--- src/rtl/svo_term_writer_if.sv ---
// ---------------------------------------------------------------------------
// svo_term_writer_if
// Bundles the character-input stream, the text RAM write channel and the
// cursor/scroll status of the SVO terminal writer.
//   in_tvalid/in_tready/in_tdata    8-bit character stream into the writer
//   mem_wvalid/mem_wready           text RAM write handshake
//   mem_waddr/mem_wdata             physical RAM address and character
//   top_row                         physical row shown as screen row 0
//   cur_x/cur_y                     cursor column / screen row
//   busy                            line or screen clear in progress
// modport master: the writer itself; modport slave: its environment.
// ---------------------------------------------------------------------------
interface svo_term_writer_if #(
   parameter int unsigned ADDR_BITS = 12
);
   logic                 in_tvalid;
   logic                 in_tready;
   logic [7:0]           in_tdata;
   logic                 mem_wvalid;
   logic                 mem_wready;
   logic [ADDR_BITS-1:0] mem_waddr;
   logic [7:0]           mem_wdata;
   logic [7:0]           top_row;
   logic [7:0]           cur_x;
   logic [7:0]           cur_y;
   logic                 busy;

   modport master (
      input  in_tvalid, in_tdata, mem_wready,
      output in_tready, mem_wvalid, mem_waddr, mem_wdata,
             top_row, cur_x, cur_y, busy
   );

   modport slave (
      output in_tvalid, in_tdata, mem_wready,
      input  in_tready, mem_wvalid, mem_waddr, mem_wdata,
             top_row, cur_x, cur_y, busy
   );
endinterface

--- src/rtl/svo_term_writer.sv ---
// ---------------------------------------------------------------------------
// svo_term_writer
// Write-side terminal controller for the SVO text path. Consumes characters,
// keeps cursor and ring-buffer scroll offset, and sequences character writes
// and space-clears into the text RAM.
//   clk     single clock
//   resetn  asynchronous active-low reset; a full screen clear follows release
//   bus     svo_term_writer_if.master (char stream, RAM writes, status)
// ---------------------------------------------------------------------------
module svo_term_writer #(
   parameter int unsigned COLS      = 80,
   parameter int unsigned ROWS      = 30,
   parameter int unsigned ADDR_BITS = 12
) (
   input  logic               clk,
   input  logic               resetn,
   svo_term_writer_if.master  bus
);

   typedef enum logic [1:0] {IDLE, WRITE, CLR_LINE, CLR_SCR} state_t;

   localparam logic [ADDR_BITS-1:0] LAST_ADDR = ADDR_BITS'(COLS*ROWS-1);
   localparam logic [7:0]           LAST_COL  = 8'(COLS-1);
   localparam logic [7:0]           LAST_ROW  = 8'(ROWS-1);
   localparam logic [7:0]           SPACE     = 8'h20;

   state_t               state_q;
   logic [7:0]           cx_q, cy_q, top_q, col_q;
   logic                 adv_q;
   logic                 wvalid_q, busy_q;
   logic [ADDR_BITS-1:0] waddr_q;
   logic [7:0]           wdata_q;

   logic [8:0]           row_sum;
   logic [7:0]           phys_row, top_inc;
   logic [ADDR_BITS-1:0] row_base, cur_addr, bs_addr, top_base;

   // Ring-buffer row mapping: top_q+cy_q < 2*ROWS, so one conditional
   // subtract is enough for the modulo.
   always_comb begin
      row_sum  = {1'b0, top_q} + {1'b0, cy_q};
      phys_row = (row_sum >= 9'(ROWS)) ? 8'(row_sum - 9'(ROWS)) : row_sum[7:0];
      row_base = ADDR_BITS'(phys_row) * ADDR_BITS'(COLS);
      cur_addr = row_base + ADDR_BITS'(cx_q);
      bs_addr  = cur_addr - ADDR_BITS'(1);
      top_inc  = (top_q == LAST_ROW) ? '0 : top_q + 8'd1;
      top_base = ADDR_BITS'(top_q) * ADDR_BITS'(COLS);
   end

   always_ff @(posedge clk or negedge resetn) begin
      if (!resetn) begin
         state_q  <= CLR_SCR;
         cx_q     <= '0;
         cy_q     <= '0;
         top_q    <= '0;
         col_q    <= '0;
         adv_q    <= 1'b0;
         wvalid_q <= 1'b0;
         busy_q   <= 1'b0;
         waddr_q  <= '0;
         wdata_q  <= '0;
      end else begin
         case (state_q)
            IDLE: begin
               if (bus.in_tvalid) begin
                  if (bus.in_tdata >= 8'h20 && bus.in_tdata <= 8'h7E) begin
                     state_q  <= WRITE;
                     wvalid_q <= 1'b1;
                     waddr_q  <= cur_addr;
                     wdata_q  <= bus.in_tdata;
                     adv_q    <= 1'b1;
                  end else begin
                     case (bus.in_tdata)
                        8'h0D: cx_q <= '0;
                        8'h0A: begin
                           cx_q <= '0;
                           if (cy_q != LAST_ROW) begin
                              cy_q <= cy_q + 8'd1;
                           end else begin
                              // New top is old top+1, so the old top physical
                              // row becomes screen row ROWS-1 and gets cleared.
                              top_q    <= top_inc;
                              state_q  <= CLR_LINE;
                              busy_q   <= 1'b1;
                              col_q    <= '0;
                              wvalid_q <= 1'b1;
                              waddr_q  <= top_base;
                              wdata_q  <= SPACE;
                           end
                        end
                        8'h08: begin
                           if (cx_q != '0) begin
                              cx_q     <= cx_q - 8'd1;
                              state_q  <= WRITE;
                              wvalid_q <= 1'b1;
                              waddr_q  <= bs_addr;
                              wdata_q  <= SPACE;
                              adv_q    <= 1'b0;
                           end
                        end
                        8'h0C: begin
                           cx_q     <= '0;
                           cy_q     <= '0;
                           top_q    <= '0;
                           state_q  <= CLR_SCR;
                           busy_q   <= 1'b1;
                           wvalid_q <= 1'b1;
                           waddr_q  <= '0;
                           wdata_q  <= SPACE;
                        end
                        default: ;
                     endcase
                  end
               end
            end

            WRITE: begin
               if (bus.mem_wready) begin
                  state_q  <= IDLE;
                  wvalid_q <= 1'b0;
                  if (adv_q) begin
                     if (cx_q != LAST_COL) begin
                        cx_q <= cx_q + 8'd1;
                     end else begin
                        // Auto-wrap: same newline/scroll as an LF, chained
                        // straight into the line clear without an IDLE gap.
                        cx_q <= '0;
                        if (cy_q != LAST_ROW) begin
                           cy_q <= cy_q + 8'd1;
                        end else begin
                           top_q    <= top_inc;
                           state_q  <= CLR_LINE;
                           busy_q   <= 1'b1;
                           col_q    <= '0;
                           wvalid_q <= 1'b1;
                           waddr_q  <= top_base;
                           wdata_q  <= SPACE;
                        end
                     end
                  end
               end
            end

            CLR_LINE: begin
               if (bus.mem_wready) begin
                  if (col_q == LAST_COL) begin
                     state_q  <= IDLE;
                     wvalid_q <= 1'b0;
                     busy_q   <= 1'b0;
                  end else begin
                     col_q   <= col_q + 8'd1;
                     waddr_q <= waddr_q + ADDR_BITS'(1);
                  end
               end
            end

            CLR_SCR: begin
               // First cycle after reset release: start the clear at addr 0.
               if (!wvalid_q) begin
                  wvalid_q <= 1'b1;
                  busy_q   <= 1'b1;
                  waddr_q  <= '0;
                  wdata_q  <= SPACE;
               end else if (bus.mem_wready) begin
                  if (waddr_q == LAST_ADDR) begin
                     state_q  <= IDLE;
                     wvalid_q <= 1'b0;
                     busy_q   <= 1'b0;
                  end else begin
                     waddr_q <= waddr_q + ADDR_BITS'(1);
                  end
               end
            end

            default: state_q <= IDLE;
         endcase
      end
   end

   assign bus.in_tready  = (state_q == IDLE);
   assign bus.mem_wvalid = wvalid_q;
   assign bus.mem_waddr  = waddr_q;
   assign bus.mem_wdata  = wdata_q;
   assign bus.top_row    = top_q;
   assign bus.cur_x      = cx_q;
   assign bus.cur_y      = cy_q;
   assign bus.busy       = busy_q;

endmodule

--- src/flat_wrapper.sv ---
// flat-port wrapper written by rule: the top's interface ports become plain ports
module svo_term_writer_flat 
#(
   parameter int unsigned COLS      = 80,
   parameter int unsigned ROWS      = 30,
   parameter int unsigned ADDR_BITS = 12
)
  (clk, resetn, bus_in_tvalid, bus_in_tdata, bus_mem_wready, bus_in_tready, bus_mem_wvalid, bus_mem_waddr, bus_mem_wdata, bus_top_row, bus_cur_x, bus_cur_y, bus_busy);
  svo_term_writer_if #(.ADDR_BITS(ADDR_BITS)) bus_i ();
  input  logic clk;
  input  logic resetn;
  input wire logic [$bits(bus_i.in_tvalid)-1:0] bus_in_tvalid;
  input wire logic [$bits(bus_i.in_tdata)-1:0] bus_in_tdata;
  input wire logic [$bits(bus_i.mem_wready)-1:0] bus_mem_wready;
  output wire logic [$bits(bus_i.in_tready)-1:0] bus_in_tready;
  output wire logic [$bits(bus_i.mem_wvalid)-1:0] bus_mem_wvalid;
  output wire logic [$bits(bus_i.mem_waddr)-1:0] bus_mem_waddr;
  output wire logic [$bits(bus_i.mem_wdata)-1:0] bus_mem_wdata;
  output wire logic [$bits(bus_i.top_row)-1:0] bus_top_row;
  output wire logic [$bits(bus_i.cur_x)-1:0] bus_cur_x;
  output wire logic [$bits(bus_i.cur_y)-1:0] bus_cur_y;
  output wire logic [$bits(bus_i.busy)-1:0] bus_busy;
  assign bus_i.in_tvalid = bus_in_tvalid;
  assign bus_i.in_tdata = bus_in_tdata;
  assign bus_i.mem_wready = bus_mem_wready;
  assign bus_in_tready = bus_i.in_tready;
  assign bus_mem_wvalid = bus_i.mem_wvalid;
  assign bus_mem_waddr = bus_i.mem_waddr;
  assign bus_mem_wdata = bus_i.mem_wdata;
  assign bus_top_row = bus_i.top_row;
  assign bus_cur_x = bus_i.cur_x;
  assign bus_cur_y = bus_i.cur_y;
  assign bus_busy = bus_i.busy;
  svo_term_writer #(.COLS(COLS), .ROWS(ROWS), .ADDR_BITS(ADDR_BITS)) u_core (.clk(clk), .resetn(resetn), .bus(bus_i));
endmodule
--- config.mk ---
export PLATFORM = sky130hd
export DESIGN_NAME = svo_term_writer_flat
export DESIGN_NICKNAME = d
export VERILOG_FILES = /design/src/rtl/svo_term_writer_if.sv /design/src/rtl/svo_term_writer.sv /design/src/flat_wrapper.sv
export SDC_FILE = /design/constraint.sdc
export NUM_CORES = 1
export LEC_CHECK = 0
export CORE_ASPECT_RATIO = 1.1
export CORE_UTILIZATION = 45
export DETAILED_ROUTE_END_ITERATION = 10
export MAX_ROUTING_LAYER = met4
export PLACE_DENSITY = 0.66
export SYNTH_ARGS = -nofsm -noshare
export SYNTH_HDL_FRONTEND = slang
export SYNTH_SLANG_ARGS = --single-unit
export TNS_END_PERCENT = 30
--- constraint.sdc ---
create_clock -name clk -period 12.67 [get_ports clk]
set_clock_uncertainty 0.05 [all_clocks]
set_input_delay 2.534 -clock clk [delete_from_list [all_inputs] [get_ports clk]]
set_output_delay 2.534 -clock clk [all_outputs]
set_load 0.01 [all_outputs]
Word level (Yosys, flattened, before mapping)
Index checks and enable logic that the tools add are counted.
- $add $sub $neg: 10
- multipliers: 2
- divide/modulo/power cells: 0
- order comparisons: 3
- equality and inequality tests: 34
- shifts and indexed selects: 0
- muxes and demuxes: 104
- bitwise gates (word level): 0
- reductions and logical operators: 18
- operators by type and width (operator ; number):
    $mux W8 ; 37
    $mux W12 ; 12
    $pmux W8 S2 ; 6
    $pmux W8 S3 ; 3
    $pmux W12 S4 ; 1
    $pmux W12 S3 ; 1
    $add A8 B1 Y8 const B ; 4
    $eq A8 B4 Y1 const B ; 4
    $reduce_and A10 Y1 ; 3
    $mux W2 ; 13
    $mux W1 ; 25
    $reduce_and A7 Y1 ; 3
    $mul A8 B3 Y8 const B ; 2
    $ne A2 B2 Y1 const B ; 8
    $add A12 B1 Y12 const B ; 1
    $add A12 B8 Y12 ; 1
    $eq A12 B12 Y1 const B ; 1
    $sub A12 B1 Y12 const B ; 1
    $ne A2 B1 Y1 const B ; 5
    $add A8 B8 Y9 ; 1
    $ge A9 B5 Y1 const B ; 1
    $ne A3 B3 Y1 const B ; 3
    $reduce_and A9 Y1 ; 1
    $eq A8 B5 Y1 const B ; 1
    other kinds (27) ; 33
- bits in registers: 57
- bits in latches: 0
- memory bits (writable): 0
- memory bits (read-only): 0
- input bits: 12
- logic and storage cells: 181
- memories: 0

Depth between registers and ports, before layout
Gate-level depths: netlist of the first run.
- depth after elaboration: 11
- mapped depth: 20
- depth with buffers taken out: 20

Worst setup path after synthesis of the first run
No wires, ideal clock.
- kind: register -> register
- start: register u_core.cy_q[0], in the netlist u_core.bus.cur_y[0]
- end: register u_core.waddr_q[11], in the netlist u_core.bus.mem_waddr[11]
- library setup time: 0.126 ns
- arrival time: 4.925 ns
- setup slack: 7.569 ns
- stages on the path, launching flop included: 21
- buffers on the path: 0
- clock period less this slack: 5.101 ns
- path through: dfrtp_1 > ha_1 > fa_1 > a21o_1 > a21oi_1 > xnor2_1 > and3_1 > nor4_1 > nor3b_1 > nand2b_1 > xnor2_1 > ha_1 > ha_1 > fa_1 > and3_1 > a21oi_1 > o32ai_1 > nand2b_1 > nor2_1 > nor4b_2 > a221o_1
- word-level cells in the longest chain between the ends: 11
- elaborated cells on any way between the ends: 17
- ends and longest elaborated chain (what ; RTL line ; source):
    start: declaration ; svo_term_writer.sv:28 ; logic [7:0] cx_q, cy_q, top_q, col_q;
    start signal: assignment ; svo_term_writer.sv:78 ; cy_q <= cy_q + 8'd1;
    start signal: assignment ; svo_term_writer.sv:129 ; cy_q <= cy_q + 8'd1;
    $add A8 B8 Y9 ; svo_term_writer.sv:41 ; row_sum = {1'b0, top_q} + {1'b0, cy_q};
    $sub A8 B5 Y8 / $ge A9 B5 Y1 (equally long branches) ; svo_term_writer.sv:42 ; phys_row = (row_sum >= 9'(ROWS)) ? 8'(row_sum - 9'(ROWS)) : row_sum[7:0];
    $mux W8 ; svo_term_writer.sv:42 ;
    $mul A8 B3 Y8 ; svo_term_writer.sv:43 ; row_base = ADDR_BITS'(phys_row) * ADDR_BITS'(COLS);
    $add A12 B8 Y12 ; svo_term_writer.sv:44 ; cur_addr = row_base + ADDR_BITS'(cx_q);
    $sub A12 B1 Y12 ; svo_term_writer.sv:45 ; bs_addr = cur_addr - ADDR_BITS'(1);
    $mux W12 ; svo_term_writer.sv:92 ; if (cx_q != '0) begin
    $pmux W12 S3 ; svo_term_writer.sv:73 ; case (bus.in_tdata)
    $mux W12 ; svo_term_writer.sv:66 ; if (bus.in_tdata >= 8'h20 && bus.in_tdata <= 8'h7E) begin
    $mux W12 ; svo_term_writer.sv:65 ; if (bus.in_tvalid) begin
    $pmux W12 S4 * ; svo_term_writer.sv:63 ; case (state_q)
    end signal: assignment ; svo_term_writer.sv:69 ; waddr_q <= cur_addr;
    end signal: assignment ; svo_term_writer.sv:87 ; waddr_q <= top_base;
    end signal: assignment ; svo_term_writer.sv:96 ; waddr_q <= bs_addr;
    end: declaration ; svo_term_writer.sv:31 ; logic [ADDR_BITS-1:0] waddr_q;
Every way passes the cells marked *; elsewhere a longest branch is shown, timed or not. The select of a mux whose other input is x is not followed.
A chain may end at the register's enable or synchronous reset.

Worst setup path in the final report of the first run
- start: input bus_in_tdata[2]
- end: register u_core.waddr_q[11], in the netlist u_core.bus.mem_waddr[11]
- word-level cells in the longest chain between the ends: 5
- elaborated cells on any way between the ends: 13
- ends and longest elaborated chain (what ; RTL line ; source):
    start: declaration ; flat_wrapper.sv:13 ; input wire logic [$bits(bus_i.in_tdata)-1:0] bus_in_tdata;
    $ge A8 B6 Y1, or another cell as far along ; svo_term_writer.sv:66 ;
    $logic_and A1 B1 Y1 / $pmux W12 S3 (equally long branches) ; svo_term_writer.sv:66, svo_term_writer.sv:73 ;
    $mux W12 ; svo_term_writer.sv:66 ;
    $mux W12 ; svo_term_writer.sv:65 ;
    $pmux W12 S4 ; svo_term_writer.sv:63 ;
Parallel ways exist; a longest one is shown, timed or not. The select of a mux whose other input is x is not followed.

==> results by group, run 1 <==
Routing
  – Final antenna-violating net count: 0
  – Routed vias: 5,275
  – Vias per cell: 6.21
  – DR iter-0 viols: 397
  – Routed wire length: 15,200 um
  – Post-route DRC: 0
  – First-pass DRT Iterations: 6
  – Post-DR wirelength/cell: 17.9 um

GRT
  – Global route overflow: 0
  – Pin count of the biggest net entering global routing: 58
  – Antenna violations before repair: 0
  – Total track usage: 26.2%
  – Vias in the first global route: 4,761
  – Global-route wire length before repair: 24,200 um

Power
  – Comb pwr share: 61.3%
  – NetSw: 0.000753 W
  – Clock network power share: 14.3%
  – Pleak: 2.62 nW
  – Maximum vdd ir drop: 162 uV
  – Sw frac: 48.9%
  – Pwr dens: 248 nW/um2
  – Seq pwr share: 24.4%
  – Pwr Total: 0.00154 W
  – Power Internal: 0.000788 W

Floorplanning
  – Starting Density: 46.2%
  – Die W: 105 um
  – Core area: 11,400 um2
  – Number of primary I/O pins: 59
  – Die Y: 116 um
  – DIE AREA: 12,200 um2
  – Cell Rows: 41

Synthesis
  – Largest family of logic cells by synthesized area: compound AO/OA/AOI/OAI gates
  – Ys Warns: 0
  – Multiplexer share of the synthesized area: 2.18%
  – Post-synth EDFFs: 0
  – Syn nets: 711
  – Compound-Gate Fraction of Synth Area: 26.6%
  – Syn avg cell area: 8.06 um2
  – Asr flop ratio synth: 100%
  – XOR/XNOR Fraction of Synth Area: 6.06%
  – Simple-gate portion of the synthesized area: 23.4%
  – Sequential area share after synthesis: 27.1%
  – Post-Syn Instances: 655
  – Post-Synth Adder-Cell Area: 11.0%
  – Unique masters post-synth: 76
  – Post-Syn Area: 5280 um2
  – Top FF cell, synth: dfrtp_1
  – Yosys reg bits: 57

Layout
  – Commonest non-fill, non-tap cell in the layout: o21ai_0
  – Post-route cell area: 6210 um2
  – Synthesis-to-layout area growth: 17.6%
  – Area occupied by multi-input gates: 3660 um2
  – Sequential cell area: 1430 um2
  – Antenna cells: 0
  – Final nets: 751
  – Commonest non-fill, non-tap cells in the layout: 63 x o21ai_0, 62 x nand2_1, 59 x nor2_1, 57 x clkdlybuf4s50_1, 55 x dfrtp_1
  – Layout cells sized above 1: 6.72%
  – Final core utilization: 54.3%
  – # fillers: 1,067

Critical path
  – Startpoint Class: primary input
  – Crit-path max FO: 26
  – Crit-path cells: clkdlybuf4s50_1, nand4_1, o21ai_1, nand2_1, o221ai_2, a211o_1, nand2_1, and3_1, a221o_1
  – CP required: 12.85 ns
  – Worst setup EP type: flop
  – Top delay family on crit path: compound AO/OA/AOI/OAI gates
  – Critical path type: primary input to flop
  – Crit-path max cell delay: 0.89 ns
  – Worst Path Buf+Inv: 1
  – Top cell by count, worst path: nand2_1
  – Slowest-stage cell, CP: o221ai_2
  – Crit path arrival time: 6.38 ns

Placement
  – DP Wirelength: 11,100 um
  – Routability cong.: 0.955
  – Port Buffer Count: 58
  – DP Area: 5950 um2
  – Pre-CTS WS: 6.20 ns

Flow run
  – Max-cap violations: 0

Clock tree
  – CTS clk-pin slew, worst paths: 0.06 ns
  – TritonCTS buffer count: 9
  – H-tree levels: 3
  – TritonCTS clock tree: done
  – CTS resizes: 0
  – Setup bufs post-CTS: 0
  – Post-CTS Hold Buffers: 0
  – Root buffer cell: clkbuf_16
  – Worst skew pair latency: 0.34 ns
  – CTS Sinks: 57
  – Clock Path Buffers: 2

STA
  – Final hold vios: 0
  – Max Slew Vio Count: 0
  – Relative slew slack: 17.5%
  – Final setup viols: 0
  – RSZ-0062 raised after global routing: no
  – Tcrit/Tclk final: 49.0%
  – TNS Setup: 0 ns
  – Fmax: 0.161 GHz
  – Worst-Margin Slew: 1.23 ns
  – Setup ws final: 6.46 ns
  – Tmin final: 6.21 ns

Min path
  – Min-Delay Path Class: flop to flop

Run status
  – Status: completed
==> cell families (layout without fill, tap and decap cells) <==
logic type / Yosys count / after routing
AND/OR/NAND/NOR: 238 / 238
AO/OA/AOI/OAI: 219 / 219
XOR/XNOR: 35 / 35
buffers and inverters: 51 / 95
flip-flops: 57 / 57
adder cells (fa/ha/maj): 44 / 44
multiplexers: 11 / 11
==> Yosys cell counts, types with 3 or more instances <==
master / number / area [um2]
o21ai_0: 63 / 315
nand2_1: 62 / 233
nor2_1: 59 / 221
dfrtp_1: 55 / 1380
a21oi_1: 53 / 265
ha_1: 40 / 500
clkbuf_1: 24 / 90.1
inv_1: 19 / 71.3
nand3_1: 18 / 90.1
xnor2_1: 18 / 158
o31ai_1: 17 / 128
xor2_1: 16 / 140
and3_1: 13 / 81.3
nand4_1: 12 / 75.1
nor3_1: 11 / 55.1
a21o_1: 10 / 75.1
a31oi_1: 10 / 62.6
o22ai_1: 10 / 62.6
nand2b_1: 8 / 50.1
nor2b_1: 8 / 50.1
mux2i_1: 7 / 70.1
a211oi_1: 6 / 45.0
a22o_1: 6 / 52.6
nor4_1: 6 / 37.5
buf_2: 5 / 25.0
or2_2: 5 / 31.3
fa_1: 4 / 80.1
mux2_2: 4 / 45.0
nor3b_1: 4 / 30.0
or4_1: 4 / 30.0
a221oi_1: 3 / 26.3
a22oi_1: 3 / 22.5
a32oi_1: 3 / 26.3
and2_1: 3 / 18.8
and4_1: 3 / 26.3
buf_1: 3 / 11.3
nor2_2: 3 / 18.8
nor4b_1: 3 / 26.3
o2111ai_1: 3 / 26.3
o21ai_1: 3 / 15.0
o21ba_2: 3 / 30.0
o41ai_1: 3 / 26.3
==> power by group through the flow <==
stage	sequential (W)	combinational, W	clock [W]
6_report	0.000376	0.000944	0.000221
5_1_grt	0.000390	0.00104	0.000232
4_1_cts	0.000374	0.000935	0.000224
3_5_place_dp	0.000376	0.000930	0
2_1_floorplan	0.000340	0.000658	0
3_3_place_gp	0.000375	0.000905	0
==> final timing paths <==
kind / from / endpoint / slack, ns / cells after the start
worst max-delay path: bus_in_tdata[2] / u_core.bus.mem_waddr[11]$_DFFE_PN0P_ / 6.46 / 9
worst min-delay path: u_core.bus.mem_wdata[6]$_DFFE_PN0P_ / u_core.bus.mem_wdata[6]$_DFFE_PN0P_ / 0.42 / 2
worst max register to register: u_core.bus.top_row[0]$_DFFE_PN0P_ / u_core.bus.mem_waddr[9]$_DFFE_PN0P_ / 6.60 / 20
worst min register to register: u_core.bus.mem_wdata[6]$_DFFE_PN0P_ / u_core.bus.mem_wdata[6]$_DFFE_PN0P_ / 0.42 / 2
max in group asynchronous: resetn / u_core.bus.cur_x[1]$_DFFE_PN0P_ / 9.76 / 2
min in group asynchronous: resetn / u_core.bus.top_row[4]$_DFFE_PN0P_ / 2.30 / 2
==> worst reg2reg max path: stages (launching register included) <==
cell and delay (ns):
dfrtp_1 0.52, ha_1 0.30, fa_1 0.43, a21oi_1 0.26, or4_1 0.16, nand3_1 0.16, a2bb2oi_1 0.19, nor4_1 0.29
nor3b_1 0.61, nand2b_1 0.20, xnor2_1 0.17, ha_1 0.29, ha_1 0.23, fa_1 0.60, and3_1 0.18, a21oi_1 0.07
o32ai_1 0.48, nand2b_1 0.14, o22ai_1 0.18, a221oi_1 0.16, o31ai_1 0.31
==> cell type report <==
type                       instances  share of cell area, %
multi-input combinational        547                   59.0
sequential                        57                   23.0
timing repair buffer              61                   9.63
clock buffer                      11                   3.91
tap                              150                   3.02
inverter                          19                   1.15
clock inverter                     4                  0.322
==> registers in the layout, summed over array words and instances (netlist names) <==
signal / flops
u_core.adv_q: 1
u_core.bus.mem_wdata: 8
u_core.state_q: 2
u_core.bus.busy: 1
u_core.bus.mem_wvalid: 1
u_core.col_q: 8
u_core.bus.top_row: 8
u_core.bus.cur_x: 8
u_core.bus.mem_waddr: 12
u_core.bus.cur_y: 8
==> stage by stage <==
stage	hold WS [ns]	cells
after floorplan	0.396	655
after global placement	0.415	834
after detailed placement	0.418	834
after CTS	0.430	849
after global routing	0.461	849
final	0.425	849
==> per-layer routing <==
metal  wire [um]  track usage, %  vias to the layer above  part of all wire (%)
met4         383            9.58                        0                   2.5
li1            -               -                     2518                     -
met2        6890            40.0                      226                    45
met1        6890            34.6                     2501                    45
met5           0               -                        -                     0
met3        1050            5.17                       30                   6.9
No activity file was read; power rests on OpenSTA's default activity.
==> inputs of run 2 (changes only) <==
==> constraint.sdc (replaced) <==
create_clock -name clk -period 6.1 [get_ports clk]
set_clock_uncertainty 0.05 [all_clocks]
set_input_delay 1.22 -clock clk [delete_from_list [all_inputs] [get_ports clk]]
set_output_delay 1.22 -clock clk [all_outputs]
set_load 0.01 [all_outputs]
==> results by group, run 2 (same netlist as run 1, synthesis figures left out) <==
Run status
  – Status: completed

STA
  – Tmin final: 5.47 ns
  – Tcrit/Tclk final: 89.7%
  – Final setup viols: 0 (unchanged)
  – Relative slew slack: 16.0% (-1.5 points)
  – Fmax: 0.183 GHz
  – Max Slew Vio Count: 0 (unchanged)
  – Final hold vios: 0 (unchanged)
  – Worst-Margin Slew: 1.25 ns (+0.0223 ns)
  – TNS Setup: 0 ns (unchanged)
  – RSZ-0062 raised after global routing: no

Min path
  – WHS Path Cells: 2 (unchanged)
  – WHS Endpoint: u_core.bus.mem_wdata[6]$_DFFE_PN0P_
  – HP Start: u_core.bus.mem_wdata[6]$_DFFE_PN0P_
  – Min-Delay Path Class: flop to flop

Power
  – Pleak: 2.65 nW (+0.94%)
  – Pwr dens: 515 nW/um2 (+110%)
  – Maximum vdd ir drop: 388 uV (+140%)

Floorplanning
  – Die Y: 116 um (unchanged)
  – Starting Density: 46.2% (unchanged)
  – Cell Rows: 41 (unchanged)
  – DIE AREA: 12,200 um2 (unchanged)
  – Core area: 11,400 um2 (unchanged)
  – Number of primary I/O pins: 59 (unchanged)
  – Die W: 105 um (unchanged)

Clock tree
  – Root buffer cell: clkbuf_16
  – TritonCTS buffer count: 9 (unchanged)
  – CTS Sinks: 57 (unchanged)
  – Clock Path Buffers: 2 (unchanged)
  – H-tree levels: 3 (unchanged)
  – Setup bufs post-CTS: 0 (unchanged)
  – Worst skew pair latency: 0.33 ns (about the same)
  – TritonCTS clock tree: done
  – CTS clk-pin slew, worst paths: 0.05 ns (about the same)
  – Post-CTS Hold Buffers: 0 (unchanged)

Layout
  – Layout cells sized above 1: 7.25% (+0.53 points)
  – Commonest non-fill, non-tap cells in the layout: 63 x o21ai_0, 62 x nand2_1, 59 x nor2_1, 57 x clkdlybuf4s50_1, 55 x dfrtp_1
  – Final core utilization: 54.8% (+0.52 points)
  – Antenna cells: 0 (unchanged)
  – Synthesis-to-layout area growth: 18.7%
  – Max reg flops: 12 (unchanged)
  – Final nets: 754 (+0.40%)
  – Commonest non-fill, non-tap cell in the layout: o21ai_0

Placement
  – DP Wirelength: 11,200 um (+0.97%)
  – Routability cong.: 0.854 (-11%)
  – Port Buffer Count: 58 (unchanged)

Routing
  – Post-route DRC: 0 (unchanged)
  – Post-DR wirelength/cell: 18.0 um (+0.30%)
  – Routed wire length: 15,300 um (+0.78%)
  – Routed vias: 5,357 (+1.6%)
  – DR iter-0 viols: 372 (-6.3%)
  – Final antenna-violating net count: 0 (unchanged)
  – First-pass DRT Iterations: 5 (-1)
  – Vias per cell: 6.28 (+1.1%)

GRT
  – GRT Max-Usage Layer: met2
  – Total track usage: 27.0% (+0.74 points)
  – Global-route wire length before repair: 25,200 um (+4.3%)
  – Grt met3 use: 4.61% (-0.56 points)
  – Global route overflow: 0 (unchanged)
  – GR Util met2: 42.7% (+2.7 points)
  – Met1 global-route usage: 35.2% (+0.52 points)
  – Antenna violations before repair: 0 (unchanged)
  – Pin count of the biggest net entering global routing: 58 (unchanged)
  – Vias in the first global route: 4,991 (+4.8%)

Critical path
  – Crit-path cells: ha_1, fa_1, a21oi_1, or4_1, nand3_1, a2bb2oi_1, nor4_1, nor3b_2, nand2b_1, xnor2_1, ha_1, ha_1, fa_1, and3_1, a21oi_1, o32ai_1, nand2b_1, nor2_1, nor4b_2, a221o_1
  – Critical R2R Launch: u_core.bus.cur_y[0]$_DFFE_PN0P_
  – CP required: 6.26 ns (-6.59 ns)
  – Top cell by count, worst path: ha_1
  – Crit path arrival time: 5.63 ns (-0.75 ns)
  – Crit-path max FO: 7 (-73%)
  – Crit-path max cell delay: 0.61 ns (-0.28 ns)
  – Slowest-stage cell, CP: fa_1
  – Reg-to-reg slack, setup: 0.63 ns (-5.97 ns)
  – Worst Path Buf+Inv: 0 (-1)
  – FF-to-FF path depth: 20 (unchanged)
  – Startpoint Class: flop
  – Critical path type: flop to flop
  – Worst setup EP type: flop
  – Reg2Reg Capture Point: u_core.bus.mem_waddr[11]$_DFFE_PN0P_
  – Top delay family on crit path: adder cells

Flow run
  – Max-cap violations: 0 (unchanged)
## run 2: changes by cell type in the layout (fill, tap and decap cells not counted)
| cell | before | now |
|---|---|---|
| clkinv_2 | 4 | 0 |
| buf_4 | 3 | 6 |
| clkbuf_8 | 1 | 4 |
| clkbuf_1 | 1 | 2 |
| clkinvlp_4 | 0 | 1 |
| nor3b_1 | 4 | 3 |
| nor3b_2 | 1 | 2 |
## run 2: how the worst max path moves through the flow
stage,slack (ns),start,cells after the start,to
floorplan,1.0,u_core.bus.cur_y[0]$_DFFE_PN0P_,20,u_core.bus.mem_waddr[11]$_DFFE_PN0P_
global placement,0.72,u_core.bus.cur_y[0]$_DFFE_PN0P_,20,u_core.bus.mem_waddr[11]$_DFFE_PN0P_
detailed placement,0.50,u_core.bus.cur_y[0]$_DFFE_PN0P_,20,u_core.bus.mem_waddr[11]$_DFFE_PN0P_
CTS,0.47,u_core.bus.cur_y[0]$_DFFE_PN0P_,20,u_core.bus.mem_waddr[11]$_DFFE_PN0P_
global route,0.18,u_core.bus.cur_y[0]$_DFFE_PN0P_,20,u_core.bus.mem_waddr[11]$_DFFE_PN0P_
finish,0.63,u_core.bus.cur_y[0]$_DFFE_PN0P_,20,u_core.bus.mem_waddr[11]$_DFFE_PN0P_
## run 2: layout make-up
type	count	area, um2
clock buffer	15	288
clock inverter	1	7.51
fill	1056	5170
inverter	19	71.3
multi-input combinational	547	3670
sequential	57	1430
tap	150	188
timing repair buffer	64	621
## run 2: worst min-delay path, stage by stage (launching register included)
cell and delay, ns:
dfrtp_1 0.34, nand2_1 0.05, nand2_1 0.05
## run 2: power by group
group / leakage (nW) / switching [W] / internal, W
combinational: 1.78 / 0.00111 / 0.000845
clock: 0.142 / 0.000181 / 0.000320
sequential: 0.723 / 0.000260 / 0.000517
## run 2: what timing repair did
| item | in CTS | in global routing |
|---|---|---|
| hold endpoints to repair | 0 | 0 |
| setup endpoints to repair | 0 | 1 |
| gates resized for setup | 0 | 1 |
## run 2: per-layer routing
metal	share of wire, %	wire length (um)
met3	6.7	1020
met2	46	7100
met1	45	6930
met4	1.8	283
met5	0	0
## run 2: stage by stage
stage | hold WS, ns | cells | worst slack (ns) | total power [W] | area, um2
after global placement | 0.414 | 837 | 0.717 | 0.00265 | 5970
final | 0.427 | 853 | 0.629 | 0.00323 | 6270
after detailed placement | 0.418 | 837 | 0.498 | 0.00270 | 5970
after global routing | 0.456 | 853 | 0.179 | 0.00350 | 6270
after floorplan | 0.396 | 655 | 0.999 | 0.00207 | 5280
after CTS | 0.430 | 853 | 0.468 | 0.00321 | 6260
==> inputs of run 3 (changes only) <==
--- a/config.mk
+++ b/config.mk
@@ -5,6 +5,7 @@
 export SDC_FILE = /design/constraint.sdc
 export NUM_CORES = 1
 export LEC_CHECK = 0
+export CAP_MARGIN = 30
 export CORE_ASPECT_RATIO = 1.1
 export CORE_UTILIZATION = 45
 export DETAILED_ROUTE_END_ITERATION = 10
==> results by group, run 3 (same netlist as run 1, synthesis figures left out) <==
Power
  – Pwr dens: 519 nW/um2 (+0.73%)
  – Pleak: 2.67 nW (+0.85%)
  – Maximum vdd ir drop: 287 uV (-26%)

GRT
  – Total track usage: 27.5% (+0.50 points)
  – Grt met3 use: 5.17% (+0.56 points)
  – Vias in the first global route: 5,031 (+0.80%)
  – Global-route wire length before repair: 25,500 um (+1.0%)
  – Antenna violations before repair: 0 (unchanged)
  – Global route overflow: 0 (unchanged)
  – Pin count of the biggest net entering global routing: 58 (unchanged)
  – Met1 global-route usage: 34.8% (-0.34 points)
  – GRT Max-Usage Layer: met2
  – GR Util met2: 42.9% (+0.22 points)

Floorplanning
  – Cell Rows: 41 (unchanged)
  – Core area: 11,400 um2 (unchanged)
  – Die Y: 116 um (unchanged)
  – Number of primary I/O pins: 59 (unchanged)
  – Starting Density: 46.2% (unchanged)
  – DIE AREA: 12,200 um2 (unchanged)
  – Die W: 105 um (unchanged)

Clock tree
  – H-tree levels: 3 (unchanged)
  – TritonCTS clock tree: done
  – Post-CTS Hold Buffers: 0 (unchanged)
  – Setup bufs post-CTS: 0 (unchanged)
  – CTS Sinks: 57 (unchanged)
  – CTS clk-pin slew, worst paths: 0.05 ns (about the same)
  – Clock Path Buffers: 2 (unchanged)
  – Worst skew pair latency: 0.35 ns (+0.02 ns)
  – Root buffer cell: clkbuf_16
  – TritonCTS buffer count: 9 (unchanged)

STA
  – Tcrit/Tclk final: 90.2% (+0.54 points)
  – RSZ-0062 raised after global routing: no
  – Final hold vios: 0 (unchanged)
  – Setup ws final: 0.596 ns (-0.0328 ns)
  – Max Slew Vio Count: 0 (unchanged)
  – Final setup viols: 0 (unchanged)
  – TNS Setup: 0 ns (unchanged)
  – Fmax: 0.182 GHz (-0.60%)
  – Worst-Margin Slew: 0.812 ns (-0.435 ns)
  – WHS: 0.427 ns (-0.000316 ns)
  – Relative slew slack: 45.8% (+30 points)
  – Tmin final: 5.50 ns (+0.0328 ns)

Layout
  – Commonest non-fill, non-tap cell in the layout: o21ai_0
  – Antenna cells: 0 (unchanged)
  – Max reg flops: 12 (unchanged)
  – Final core utilization: 55.1% (+0.27 points)
  – # fillers: 1,037 (-1.8%)
  – Synthesis-to-layout area growth: 19.3%
  – Commonest non-fill, non-tap cells in the layout: 63 x o21ai_0, 62 x nand2_1, 59 x nor2_1, 57 x clkdlybuf4s50_1, 55 x dfrtp_1
  – Layout cells sized above 1: 7.65% (+0.39 points)
  – Final nets: 757 (+0.40%)

Placement
  – Routability cong.: 0.854 (unchanged)
  – DP Wirelength: 11,300 um (+0.64%)
  – Port Buffer Count: 58 (unchanged)
  – Pre-CTS WS: 0.462 ns (-0.0356 ns)

Routing
  – Routed wire length: 15,600 um (+2.0%)
  – Post-route DRC: 0 (unchanged)
  – Vias per cell: 6.27 (-0.20%)
  – Post-DR wirelength/cell: 18.3 um (+1.6%)
  – Routed vias: 5,365 (+0.15%)
  – DR iter-0 viols: 361 (-3.0%)
  – First-pass DRT Iterations: 5 (unchanged)
  – Final antenna-violating net count: 0 (unchanged)

Run status
  – Status: completed

Critical path
  – CP required: 6.30 ns (+0.04 ns)
  – Worst setup EP type: flop
  – Crit-path max cell delay: 0.61 ns (about the same)
  – Critical path type: flop to flop
  – Crit-path max FO: 7 (unchanged)
  – Slowest-stage cell, CP: fa_1
  – Crit-path cells: ha_1, fa_1, a21oi_1, or4_1, nand3_1, a2bb2oi_1, nor4_1, nor3b_2, nand2b_1, xnor2_1, ha_1, ha_1, fa_1, and3_1, a21oi_1, o32ai_1, nand2b_1, o22ai_1, a221oi_1, o31ai_1
  – Top cell by count, worst path: ha_1
  – Startpoint Class: flop
  – Worst Path Buf+Inv: 0 (unchanged)
  – Crit path arrival time: 5.70 ns (+0.07 ns)
  – Top delay family on crit path: adder cells

Flow run
  – Max-cap violations: 0 (unchanged)

Min path
  – Min-Delay Path Class: flop to flop
run 3: final timing paths:
kind                                                      from                             endpoint  slack (ns)  cells after the start
max in group asynchronous                               resetn  u_core.bus.mem_wdata[4]$_DFFE_PN0P_        4.49                      2
setup / recovery               u_core.bus.cur_y[0]$_DFFE_PN0P_  u_core.bus.mem_waddr[9]$_DFFE_PN0P_        0.60                     20
setup reg to reg               u_core.bus.cur_y[0]$_DFFE_PN0P_  u_core.bus.mem_waddr[9]$_DFFE_PN0P_        0.60                     20
hold reg to reg            u_core.bus.mem_wdata[6]$_DFFE_PN0P_  u_core.bus.mem_wdata[6]$_DFFE_PN0P_        0.43                      2
hold / removal             u_core.bus.mem_wdata[6]$_DFFE_PN0P_  u_core.bus.mem_wdata[6]$_DFFE_PN0P_        0.43                      2
min in group asynchronous                               resetn    u_core.bus.top_row[1]$_DFFE_PN0P_        1.00                      2
run 3: power by group:
| part | total [W] | internal [W] | switching (W) |
|---|---|---|---|
| Combinational | 0.00196 | 0.000849 | 0.00111 |
| Sequential | 0.000780 | 0.000517 | 0.000263 |
| Clock | 0.000534 | 0.000349 | 0.000185 |
| Total | 0.00327 | 0.00172 | 0.00155 |
run 3: what timing repair did:
action | CTS | global route
resized for setup | 0 | 1
endpoints found under the hold margin | 0 | 0
endpoints found under the setup margin | 0 | 1
run 3: final cells by class:
type,count,area [um2],area share (%)
sequential,57,1430,22.7
timing repair buffer,67,638,10.1
clock inverter,2,35.0,0.556
clock buffer,14,274,4.35
inverter,19,71.3,1.13
tap,150,188,2.98
multi-input combinational,547,3670,58.2
run 3: per-stage QoR:
step / instances / instance area, um2 / power (W)
detailed placement: 840 / 5990 / 0.00270
global route: 856 / 6300 / 0.00354
CTS: 856 / 6300 / 0.00326
global placement: 837 / 5970 / 0.00265
finish: 856 / 6300 / 0.00327
floorplan: 655 / 5280 / 0.00207
run 3: layer usage:
layer	routed length (um)	share of wire [%]
met2	7370	47
met3	948	6.1
met5	0	0
met1	6910	44
met4	403	2.6
run 3: worst reg2reg max path: stages (launching register included):
cell and delay (ns):
dfrtp_1 0.47, ha_1 0.28, fa_1 0.42, a21oi_1 0.26
or4_1 0.16, nand3_1 0.13, a2bb2oi_1 0.16, nor4_1 0.28
nor3b_2 0.40, nand2b_1 0.17, xnor2_1 0.18, ha_1 0.29
ha_1 0.23, fa_1 0.61, and3_1 0.19, a21oi_1 0.06
o32ai_1 0.41, nand2b_1 0.13, o22ai_1 0.17, a221oi_1 0.11
o31ai_1 0.23
